**src/rtl/tt_gpio_cfg_ctrl.sv**
```systemverilog
// Runtime pad configuration controller: shadow/active banks with a staggered, one-pad-at-a-time commit.
// Optional readback port enabled by defining TT_GPIO_CFG_READBACK_EN.
module tt_gpio_cfg_ctrl #(
    parameter int                      N_PADS         = 44,
    parameter int                      CFG_W          = 16,
    parameter int                      AW             = 6,
    parameter int                      STAGGER        = 2,
    parameter logic [N_PADS*CFG_W-1:0] DEFAULT_CONFIG = {N_PADS{16'h0001}}
) (
    input  logic                      clk,
    input  logic                      rst,
    input  logic                      wr_valid,
    output logic                      wr_ready,
    input  logic [AW-1:0]             wr_addr,
    input  logic [CFG_W-1:0]          wr_data,
    output logic                      wr_err,
    input  logic                      commit,
    input  logic                      lock,
    output logic                      locked,
    output logic                      busy,
    output logic                      done,
    output logic [N_PADS*CFG_W-1:0]   cfg_out
`ifdef TT_GPIO_CFG_READBACK_EN
    ,
    input  logic [AW-1:0]             rd_addr,
    output logic [CFG_W:0]            rd_data
`endif
);

    localparam int              IW        = (N_PADS > 1) ? $clog2(N_PADS) : 1;
    localparam int              SW        = (STAGGER > 0) ? $clog2(STAGGER + 1) : 1;
    localparam logic [AW:0]     N_PADS_A  = (AW+1)'(N_PADS);
    localparam logic [IW-1:0]   LAST_IDX  = IW'(N_PADS - 1);
    localparam logic [SW-1:0]   STAGGER_C = SW'(STAGGER);

    typedef enum logic [1:0] {
        IDLE  = 2'd0,
        APPLY = 2'd1,
        WAIT  = 2'd2
    } state_t;

    state_t              state_q, state_d;
    logic [IW-1:0]       idx_q, idx_d;
    logic [SW-1:0]       cnt_q, cnt_d;
    logic                done_q, done_d;
    logic                wr_err_q;
    logic                locked_q;

    logic [CFG_W-1:0]    shadow_q [N_PADS];
    logic [CFG_W-1:0]    active_q [N_PADS];
    logic [N_PADS-1:0]   dirty_q;

    logic wr_fire;
    logic wr_in_range;
    logic wr_set;
    logic cur_dirty;
    logic apply_upd;
    logic last_pad;

    assign wr_ready    = (state_q == IDLE) & ~locked_q;
    assign wr_fire     = wr_valid & wr_ready;
    assign wr_in_range = ({1'b0, wr_addr} < N_PADS_A);
    assign wr_set      = wr_fire & wr_in_range;
    assign cur_dirty   = dirty_q[idx_q];
    assign apply_upd   = (state_q == APPLY) & cur_dirty;
    assign last_pad    = (idx_q == LAST_IDX);

    assign busy   = (state_q != IDLE);
    assign done   = done_q;
    assign wr_err = wr_err_q;
    assign locked = locked_q;

    // Per-pad storage; only the pad under the apply pointer can move shadow -> active.
    generate
        for (genvar gi = 0; gi < N_PADS; gi++) begin : g_pad
            logic wr_hit;
            logic ap_hit;

            assign wr_hit = wr_set & (wr_addr == AW'(gi));
            assign ap_hit = apply_upd & (idx_q == IW'(gi));

            always_ff @(posedge clk) begin
                if (rst) begin
                    shadow_q[gi] <= DEFAULT_CONFIG[CFG_W*gi +: CFG_W];
                    active_q[gi] <= DEFAULT_CONFIG[CFG_W*gi +: CFG_W];
                    dirty_q[gi]  <= 1'b0;
                end else begin
                    if (wr_hit) begin
                        shadow_q[gi] <= wr_data;
                    end
                    if (ap_hit) begin
                        active_q[gi] <= shadow_q[gi];
                    end
                    if (wr_hit) begin
                        dirty_q[gi] <= 1'b1;
                    end else if (ap_hit) begin
                        dirty_q[gi] <= 1'b0;
                    end
                end
            end

            assign cfg_out[CFG_W*gi +: CFG_W] = active_q[gi];
        end
    endgenerate

    always_comb begin
        state_d = state_q;
        idx_d   = idx_q;
        cnt_d   = cnt_q;
        done_d  = 1'b0;
        unique case (state_q)
            IDLE: begin
                if (commit) begin
                    // A write landing in the same cycle counts as dirty for this commit.
                    if ((dirty_q != '0) || wr_set) begin
                        state_d = APPLY;
                        idx_d   = '0;
                    end else begin
                        done_d = 1'b1;
                    end
                end
            end
            APPLY: begin
                if (cur_dirty && (STAGGER > 0)) begin
                    state_d = WAIT;
                    cnt_d   = STAGGER_C;
                end else if (last_pad) begin
                    state_d = IDLE;
                    done_d  = 1'b1;
                end else begin
                    idx_d = idx_q + 1'b1;
                end
            end
            WAIT: begin
                if (cnt_q <= SW'(1)) begin
                    if (last_pad) begin
                        state_d = IDLE;
                        done_d  = 1'b1;
                    end else begin
                        state_d = APPLY;
                        idx_d   = idx_q + 1'b1;
                    end
                end else begin
                    cnt_d = cnt_q - 1'b1;
                end
            end
            default: begin
                state_d = IDLE;
            end
        endcase
    end

    always_ff @(posedge clk) begin
        if (rst) begin
            state_q  <= IDLE;
            idx_q    <= '0;
            cnt_q    <= '0;
            done_q   <= 1'b0;
            wr_err_q <= 1'b0;
            locked_q <= 1'b0;
        end else begin
            state_q  <= state_d;
            idx_q    <= idx_d;
            cnt_q    <= cnt_d;
            done_q   <= done_d;
            wr_err_q <= wr_fire & ~wr_in_range;
            if (lock) begin
                locked_q <= 1'b1;
            end
        end
    end

`ifdef TT_GPIO_CFG_READBACK_EN
    logic [CFG_W:0] rd_data_q;

    always_ff @(posedge clk) begin
        if (rst) begin
            rd_data_q <= '0;
        end else if ({1'b0, rd_addr} < N_PADS_A) begin
            rd_data_q <= {dirty_q[rd_addr], shadow_q[rd_addr]};
        end else begin
            rd_data_q <= '0;
        end
    end

    assign rd_data = rd_data_q;
`endif

endmodule

```
**config.mk**
```make
export PLATFORM = sky130hd
export DESIGN_NAME = tt_gpio_cfg_ctrl
export DESIGN_NICKNAME = d
export VERILOG_FILES = /design/src/rtl/tt_gpio_cfg_ctrl.sv
export SDC_FILE = /design/constraint.sdc
export NUM_CORES = 2
export LEC_CHECK = 0
export CORE_MARGIN = 2
export CORE_UTILIZATION = 54
export DETAILED_ROUTE_END_ITERATION = 8
export GPL_TIMING_DRIVEN = 0
export PLACE_DENSITY = 0.78
export RECOVER_POWER = 25
export SLEW_MARGIN = 15
export SYNTH_ARGS = -nofsm -noshare
export SYNTH_HDL_FRONTEND = slang
export SYNTH_SLANG_ARGS = --single-unit
```
**constraint.sdc**
```tcl
create_clock -name clk -period 4.6 [get_ports clk]
set_input_delay 0.46 -clock clk [delete_from_list [all_inputs] [get_ports clk]]
set_output_delay 0.46 -clock clk [all_outputs]
set_load 0.02 [all_outputs]
```
==> key figures <==
Placement
  • GPL Wtd Cong: 0.931
  • Dpl hpwl: roughly 120 mm
  • Inst Count DP: around 5,700
  • Port Buf Inserts: 734

Global routing
  • Number of global-route vias before repair: around 33,000
  • Gr usage total: a little under a third
  • Largest net degree at the start of global routing: 18
  • Global-route wire length before repair: ~230 mm
  • Initial antenna violation count: 24
  • Gr ovfl total: 0

Yosys
  • Most frequent cells after synthesis: edfxtp_1, and2_1, clkbuf_1, o21ai_0
  • Yosys top cell area share: roughly 76%
  • Library cells used by synthesis: 56
  • Largest cells by area after synthesis: edfxtp_1, and2_1, dfxtp_1
  • Synth Instances: between 3,000 and 4,000
  • Yosys reg bits: around 1,500
  • Synth Warn #: 0
  • Post-synth EDFFs: 1,408
  • Largest area contributor in the netlist: edfxtp_1
  • Average instance area after synthesis: approximately 16 µm²
  • Count leader, synth: edfxtp_1
  • Post-synth top flop: edfxtp_1
  • Post-synthesis async set-or-reset flop share: 0%
  • Sequential-to-total area share from yosys stat: slightly below 80%
  • Synth Net Count: 3,599
  • Cell Area, Synth: 55,900 µm²

Pwr
  • P_sw: ~6.4 mW
  • Switching Share: between 20% and 30%
  • Peak supply drop: between 0.0002 and 0.0003 V
  • Int Pwr: about 23 mW
  • Leakage: roughly 25 nW
  • Sequential power share: a little over half
  • Clock power share: 41.0%
  • Share of total power in combinational logic: under 10%
  • Power Density: ~410 nW/µm²

Cells and area
  • Share of cells above drive strength 1: approximately 7.8%
  • Area added between synthesis and finish: 26.3%
  • Final-stage net count: between 4,000 and 5,000
  • Fin cells: about 6,000

STA
  • Setup TNS Final: 0 ns
  • Clk_skew: 0.0208 ns
  • Slew @ Worst Pin: between 1 and 1.5 ns
  • Tcrit/Tclk final: approximately 97%
  • Max-slew violations: 0
  • F_max: 224 MHz
  • Setup Viol. Count Final: 0
  • RSZ-0062 raised after global routing: no
  • Final hold vios: 0
  • Minimum clock period: approximately 4.5 ns
  • Slew HR: between 10% and 20%

Clock tree
  • Clk_lat worst skew: about 0.75 ns
  • CTS tree: yes
  • TritonCTS Buffers: 147
  • Sink Count: ~1,500
  • CTS Root Cell: clkbuf_16
  • Clock buffer depth: 3
  • Clock Pin Slew Worst Setup and Hold Paths: approximately 0.070 ns
  • # Post-CTS Setup Buffers: 0
  • Hold Buf Count CTS: 0
  • H-Tree Depth: 4
  • Resized cells post-CTS: 0

Die
  • I/O pin count: 736
  • Std-Cell Core Area: between 100,000 and 150,000 µm²
  • Die area: 106,000 µm²
  • Die Y: roughly 330 µm
  • Die W: 326 µm
  • Site Rows: ~120
  • Initial Utilization: between 50% and 60%

Setup path
  • Required @ worst endpoint: between 5 and 6 ns
  • Data arrival, critical path: slightly below 5 ns
  • Critical Path End Type: register
  • Nature of the critical path startpoint: register
  • Critical path type: reg2reg
  • Max Fanout on Critical Path: 12

Route
  • Routed vias: 32,802
  • Remaining antenna violation count: 0
  • DR pass1 iterations: 6
  • Iter 0 DRT Violations: 3,399
  • Vias per cell: roughly 5.5
  • Wirelength, routed: approximately 160 mm
  • DR WL/cell: about 27 µm
  • # DRC: 0

Worst hold path
  • Hold Path Class: in2reg

Job
  • Max-Cap Viols: 0

Run status
  • Status: finished clean
-- metrics by stage --
stage	hold slack, ns	area [µm²]	utilization [%]	total power, mW	worst slack (ns)
finish	0.263	70600	68.5	28.9	0.131
global route	0.283	70600	68.5	29.6	0.0672
CTS	0.218	70700	68.6	29.2	0.415
floorplan	0.460	55900	-	16.3	1.34
global placement	0.472	65000	63.0	17.4	-0.800
detailed placement	0.480	66000	64.0	17.5	0.315
-- path summary, 6_finish.rpt --
path                       startpoint  slack (ns)                            end  depth (start not counted)
min                              lock        0.26            locked$_SDFFE_PP0P_                          3
max reg2reg     idx_q[0]$_SDFFE_PP0P_        0.13  active_q[1][63]$_SDFFCE_PN0P_                          8
max             idx_q[0]$_SDFFE_PP0P_        0.13  active_q[1][63]$_SDFFCE_PN0P_                          8
min reg2reg  dirty_q[10]$_SDFFE_PP0P_        0.49       dirty_q[10]$_SDFFE_PP0P_                          2
-- state kept, by name (all words and copies together), names as in the netlist --
register	flops
dirty_q	44
locked	1
state_q	2
active_q	704
cnt_q	2
idx_q	6
wr_err	1
done	1
shadow_q	704
-- power groups by stage --
stage	sequential, mW	clock, mW	combinational (mW)
2_1_floorplan	15.8	0	0.430
3_3_place_gp	15.5	0	1.81
3_5_place_dp	15.5	0	1.93
4_1_cts	15.3	12.0	1.93
5_1_grt	15.3	12.5	1.89
6_report	15.2	11.9	1.83
-- routing by layer --
| metal | global-route usage (%) | up-vias | wire [µm] |
|---|---|---|---|
| li1 | - | 14413 | - |
| met1 | 36.6 | 16350 | 58800 |
| met2 | 50.2 | 1649 | 79700 |
| met3 | 8.91 | 372 | 15700 |
| met4 | 13.4 | 18 | 7380 |
| met5 | 0 | - | 114 |
-- kinds of logic after synthesis --
family                     synth area share (%)
buffers and inverters                      1.93
muxes                                     0.573
and+or+nand+nor                            17.7
AOI/OAI and AO/OA                          1.92
DFF                                        77.7
adders and majority gates                 0.201
-- critical path: stages (launching register included) --
cell and delay, ns:
dfxtp_1 0.36, clkbuf_1 0.58, mux4_1 0.65, mux2_2 0.30, o211ai_1 0.68, buf_2 0.40, clkbuf_1 0.61, o21ai_2 0.36
buf_6 0.27
-- cell type report --
cell class,count,area (µm²)
well taps,1380,1730
inverters,54,203
clock buffers,192,4020
diodes,3,7.51
plain buffers,217,855
repair buffers,793,8030
clock inverters,66,732
multi-input cells,1827,11600
fillers,6898,32500
flip-flops and latches,1465,43400
-- cells in the final DEF (no fill, tap or decap), drive strengths merged, types with 44 or more instances in the layout --
cell            n
edfxtp       1408
and2         1321
dlygate4sd3   707
clkbuf        397
nor2           87
o21ai          79
or3            75
buf            71
dfxtp          57
inv            57
nand2          50
o22ai          44
clkinv         44
No activity file was read; power rests on OpenSTA's default activity.
